===== src/rtl/ysyx_22041207_axi_pkg.sv =====
// Shared constants for the read-channel arbiter: FSM encoding and arbitration modes.
package ysyx_22041207_axi_pkg;

  localparam logic [1:0] ST_IDLE = 2'd0;
  localparam logic [1:0] ST_ADDR = 2'd1;
  localparam logic [1:0] ST_DATA = 2'd2;

  localparam int MODE_FIXED = 0;
  localparam int MODE_RR    = 1;

endpackage


===== src/rtl/ysyx_22041207_rr_picker.sv =====
// Winner selection: round-robin starting after last_grant, or fixed priority (index 0 first).
module ysyx_22041207_rr_picker #(
  parameter int N     = 2,
  parameter int IDX_W = 1
) (
  input  logic [N-1:0]     req,
  input  logic [IDX_W-1:0] last_grant,
  input  logic             mode,
  output logic [N-1:0]     grant
);

  logic [IDX_W-1:0] pos;
  logic             found;

  always_comb begin
    grant = '0;
    pos   = '0;
    found = 1'b0;
    for (int k = 0; k < N; k++) begin
      pos = mode ? IDX_W'((int'(last_grant) + 1 + k) % N) : IDX_W'(k);
      if (!found && req[pos]) begin
        grant[pos] = 1'b1;
        found      = 1'b1;
      end
    end
  end

endmodule


===== src/rtl/ysyx_22041207_axi_arbiter.sv =====
// Read-request arbiter: N_MST masters share one downstream read port (IF/MEM map to N_MST=2, MEM on 0).
// state | meaning
// IDLE  | no owner; pick a winner when any request is valid
// ADDR  | forward owner's address/size downstream until accepted
// DATA  | route downstream read data to owner until handshake completes
module ysyx_22041207_axi_arbiter #(
  parameter int N_MST  = 2,
  parameter int ADDR_W = 64,
  parameter int DATA_W = 64,
  parameter int MODE   = 1
) (
  input  logic                    clk,
  input  logic                    rst,
  input  logic [N_MST-1:0]        m_r_valid_i,
  output logic [N_MST-1:0]        m_r_ready_o,
  input  logic [N_MST*ADDR_W-1:0] m_r_addr_i,
  input  logic [N_MST*8-1:0]      m_r_size_i,
  output logic [DATA_W-1:0]       m_data_o,
  output logic [N_MST-1:0]        m_data_valid_o,
  input  logic [N_MST-1:0]        m_data_ready_i,
  output logic                    dn_r_valid_o,
  input  logic                    dn_r_ready_i,
  output logic [ADDR_W-1:0]       dn_r_addr_o,
  output logic [7:0]              dn_r_size_o,
  input  logic [DATA_W-1:0]       dn_data_i,
  input  logic                    dn_data_valid_i,
  output logic                    dn_data_ready_o,
  output logic [N_MST-1:0]        grant_o
);
  import ysyx_22041207_axi_pkg::*;

  localparam int IDX_W = (N_MST > 1) ? $clog2(N_MST) : 1;

  logic [1:0]        state;
  logic [IDX_W-1:0]  gidx;
  logic [IDX_W-1:0]  last_grant;
  logic [N_MST-1:0]  pick;
  logic [IDX_W-1:0]  pick_idx;
  logic [ADDR_W-1:0] addr_arr [N_MST];
  logic [7:0]        size_arr [N_MST];

  for (genvar k = 0; k < N_MST; k++) begin : g_unpack
    assign addr_arr[k] = m_r_addr_i[k*ADDR_W +: ADDR_W];
    assign size_arr[k] = m_r_size_i[k*8 +: 8];
  end

  ysyx_22041207_rr_picker #(
    .N     (N_MST),
    .IDX_W (IDX_W)
  ) u_picker (
    .req        (m_r_valid_i),
    .last_grant (last_grant),
    .mode       (MODE == MODE_RR),
    .grant      (pick)
  );

  always_comb begin
    pick_idx = '0;
    for (int k = 0; k < N_MST; k++) begin
      if (pick[k]) pick_idx = IDX_W'(k);
    end
  end

  // last_grant moves only on a completed data phase, so abandoned transfers don't rotate priority
  always_ff @(posedge clk or negedge rst) begin
    if (!rst) begin
      state      <= ST_IDLE;
      grant_o    <= '0;
      gidx       <= '0;
      last_grant <= IDX_W'(N_MST - 1);
    end else begin
      case (state)
        ST_IDLE: begin
          if (|m_r_valid_i) begin
            state   <= ST_ADDR;
            grant_o <= pick;
            gidx    <= pick_idx;
          end
        end
        ST_ADDR: begin
          if (dn_r_ready_i) state <= ST_DATA;
        end
        ST_DATA: begin
          if (dn_data_valid_i && m_data_ready_i[gidx]) begin
            state      <= ST_IDLE;
            grant_o    <= '0;
            last_grant <= gidx;
          end
        end
        default: state <= ST_IDLE;
      endcase
    end
  end

  always_comb begin
    m_r_ready_o     = '0;
    m_data_valid_o  = '0;
    m_data_o        = '0;
    dn_r_valid_o    = 1'b0;
    dn_r_addr_o     = '0;
    dn_r_size_o     = '0;
    dn_data_ready_o = 1'b0;
    case (state)
      ST_ADDR: begin
        dn_r_valid_o      = 1'b1;
        dn_r_addr_o       = addr_arr[gidx];
        dn_r_size_o       = size_arr[gidx];
        m_r_ready_o[gidx] = dn_r_ready_i;
      end
      ST_DATA: begin
        m_data_o             = dn_data_i;
        m_data_valid_o[gidx] = dn_data_valid_i;
        dn_data_ready_o      = m_data_ready_i[gidx];
      end
      default: ;
    endcase
  end

endmodule


===== config.mk =====
export PLATFORM = sky130hd
export DESIGN_NAME = ysyx_22041207_axi_arbiter
export DESIGN_NICKNAME = d
export VERILOG_FILES = /design/src/rtl/ysyx_22041207_axi_pkg.sv /design/src/rtl/ysyx_22041207_rr_picker.sv /design/src/rtl/ysyx_22041207_axi_arbiter.sv
export SDC_FILE = /design/constraint.sdc
export NUM_CORES = 1
export LEC_CHECK = 0
export CORE_AREA = 2 2 138 140
export DETAILED_ROUTE_END_ITERATION = 6
export DIE_AREA = 0 0 140 142
export PLACE_DENSITY = 0.49
export SLEW_MARGIN = 20
export SYNTH_ARGS = -nofsm -noshare
export SYNTH_HDL_FRONTEND = slang
export SYNTH_SLANG_ARGS = --single-unit

===== constraint.sdc =====
create_clock -name clk -period 1.9 [get_ports clk]
set_input_delay 0.38 -clock clk [delete_from_list [all_inputs] [get_ports clk]]
set_output_delay 0.38 -clock clk [all_outputs]
set_load 0.01 [all_outputs]

==> flow_metrics.env <==
export IMPL_period_share=0.999
export IMPL_synth_ff_type="dfrtp_1"
export IMPL_drt_met1_wl_um=5410
export IMPL_fmax_mhz=527
export IMPL_ant_nets=0
export IMPL_final_cells=870
export IMPL_endpoint_kind="output port"
export IMPL_dieArea_mm2=0.0199
export IMPL_vdd_drop_max_mv=0.414
export IMPL_critPathKind="flop to output port"
export IMPL_syn_inst=265
export IMPL_dr_pass1_iters=7
export IMPL_wl_met2_um=6750
export IMPL_syn_area_per_cell_um2=7.01
export IMPL_synth_area_leaders="mux2i_1, and2_1, nor2_1"
export IMPL_vias=3210
export IMPL_drc=13
export IMPL_pwr_density_cell_mw_per_mm2=1020
export IMPL_top_layer="met4"
export IMPL_crit_fanout=33
export IMPL_synthDistinctLibCells=24
export IMPL_setup_violations=0
export IMPL_worstMarginPinSlew_ns=0.334
export IMPL_outcome="finished with violations"
export IMPL_grt_pass1_vias=3372
export IMPL_wl_um=13200
export IMPL_drive_gt1_frac=0.244
export IMPL_ys_warn_count=0
export IMPL_antenna_cells=0
export IMPL_ios=360
export IMPL_cts_buffers=3
export IMPL_slowest_stage="dfrtp_1"
export IMPL_start_util=0.101
export IMPL_grt_max_degree=42
export IMPL_async_reset_ff_frac=1.00
export IMPL_wl_met3_um=941
export IMPL_drt_iter0_markers=94
export IMPL_synth_edff_count=0
export IMPL_cpMostUsedCell="buf_12"
export IMPL_clk_pin_slew_ns=0.04
export IMPL_max_stage_delay_ns=0.39
export IMPL_switching_power_mw=2.55
export IMPL_synth_seq_area_share=0.0815
export IMPL_dp_cells=850
export IMPL_syn_area_mm2=0.00186
export IMPL_maxCapViolCount=0
export IMPL_vias_per_cell=3.69
export IMPL_yosysMostFrequentCell="nor2_1"
export IMPL_finalWeightedCongestion=0.844
export IMPL_row_count=50
export IMPL_fin_nets=853
export IMPL_synth_nets=481
export IMPL_worstPathArrival_ns=1.52
export IMPL_cts_htree_levels=1
export IMPL_slew_violations=0
export IMPL_max_slew_margin_rel=0.776
export IMPL_die_w_um=140
export IMPL_hold_viol_final=0
export IMPL_antenna_found_initial=0
export IMPL_cts_root_buffer="clkbuf_16"
export IMPL_yosys_top_cells_count="nor2_1, mux2i_1, and2_1"
export IMPL_placed_area_mm2=0.00579
export IMPL_ys_ff_latch=6
export IMPL_grt_use_total=0.117
export IMPL_required_ns=1.52
export IMPL_crit_chain="nor2b_4 -> buf_12 -> buf_12 -> buf_16 -> and2_1 -> clkbuf_2"
export IMPL_clk_path_buf_depth=2
export IMPL_setup_tns_ns=0
export IMPL_combPwrFrac=0.890
export IMPL_finish_instance_area_mm2=0.00562
export IMPL_intPower_mw=3.18
export IMPL_p_seq_frac=0.049
export IMPL_cts_tree="done"
export IMPL_hp_class="input port to asynchronous set/reset pin"
export IMPL_overflow=0
export IMPL_rsz0062_at_grt="true"
export IMPL_place_hpwl_um=10300
export IMPL_numPortBuffers=359
export IMPL_switching_share=0.445
export IMPL_yosysTopAreaCellShare=0.388
export IMPL_cts_sinks=6
export IMPL_synth_largest_area_cell="mux2i_1"
export IMPL_coreArea_mm2=0.0185
export IMPL_p_leak_nw=2.81
export IMPL_start_kind="flop"
export IMPL_min_period_ns=1.90
export IMPL_violations="design-rule violations"
export IMPL_dieHeight_um=142
export IMPL_grt_pass1_wl_um=18600
export IMPL_power_frac_clock=0.061
export IMPL_finClkSkew_ns=0.00350
export IMPL_insertion_delay_ns=0.23
export IMPL_hold_ws_ns=0.420
export IMPL_area_growth_pct=202
export IMPL_wl_per_cell_um=15.2
## area by class of cell
| cell class | instances | area [um2] |
|---|---|---|
| clock buffer | 4 | 78.8 |
| fill | 1997 | 12800 |
| timing repair buffer | 391 | 3490 |
| multi-input combinational | 233 | 1590 |
| sequential | 6 | 156 |
| tap | 234 | 293 |
| inverter | 2 | 7.51 |
## routing by layer
metal | global-route usage | vias to the layer above
met3 | 0.0333 | 8
met1 | 0.139 | 1452
met2 | 0.214 | 147
met4 | 0.0159 | 0
li1 | - | 1603
met5 | 0 | -
## logic make-up after synthesis
family / count (synthesis) / share of synthesized area
buffers and inverters: 26 / 0.0862
DFF: 6 / 0.0815
AOI/OAI and AO/OA: 6 / 0.0202
and+or+nand+nor: 153 / 0.409
muxes: 74 / 0.403
## placed cells by master (no fill, tap or decap), drive strengths merged, types with 3 or more instances in the layout
cell type / count
o21ai: 3
mux2i: 73
dfrtp: 5
clkdlybuf4s50: 217
clkbuf: 42
nor2: 75
and2: 64
nand2: 6
buf: 101
clkdlybuf4s15: 8
dlygate4sd2: 27
## state kept, by name, summed over array words and instances, names as in the netlist
register and cells:
state 2, grant_o 2, last_grant 1, gidx 1
## path summary, 6_finish.rpt
| check | startpoint | endpoint | slack (ns) | cells past startpoint |
|---|---|---|---|---|
| max | state[1] | m_data_o[51] | 0.002 | 6 |
| min | rst | grant_o[0] | 0.42 | 1 |
| max reg2reg | gidx | last_grant | 0.30 | 5 |
| min reg2reg | grant_o[1] | grant_o[1] | 0.53 | 2 |
| max in group asynchronous | rst | last_grant | 1.18 | 1 |
| min in group clk | grant_o[1] | grant_o[1] | 0.53 | 2 |
## through the flow
stage | power (mW) | setup WS [ns] | util
2_1_floorplan | 2.68 | 0.478 | -
3_3_place_gp | 5.53 | -0.159 | 0.314
3_5_place_dp | 5.55 | -0.179 | 0.314
4_1_cts | 5.80 | -0.119 | 0.314
5_1_grt | 6.19 | -0.0778 | 0.304
6_report | 5.73 | 0.00173 | 0.304
## worst max-delay path: cells and delay by family, from the launching register on
kind	cells	cell delay, ns
buffers and inverters	4	0.52
DFF	1	0.39
and+or+nand+nor	2	0.37
## power groups by stage
| stage | Sequential (mW) | Clock, mW | Combinational, mW |
|---|---|---|---|
| global placement | 0.277 | 0 | 5.25 |
| floorplan | 0.254 | 0 | 2.43 |
| detailed placement | 0.280 | 0 | 5.27 |
| CTS | 0.296 | 0.359 | 5.15 |
| finish | 0.281 | 0.351 | 5.09 |
| global route | 0.297 | 0.373 | 5.52 |
## timing repair
item / in CTS / in global routing
cloned: 4 / 4
resized for setup: 312 / 141
pin swaps: 1 / 2
buffers inserted: 6 / 4
setup endpoints to repair: 142 / 97
hold buffers: 0 / 0
Note: power is estimated with default switching activity, not from simulation.
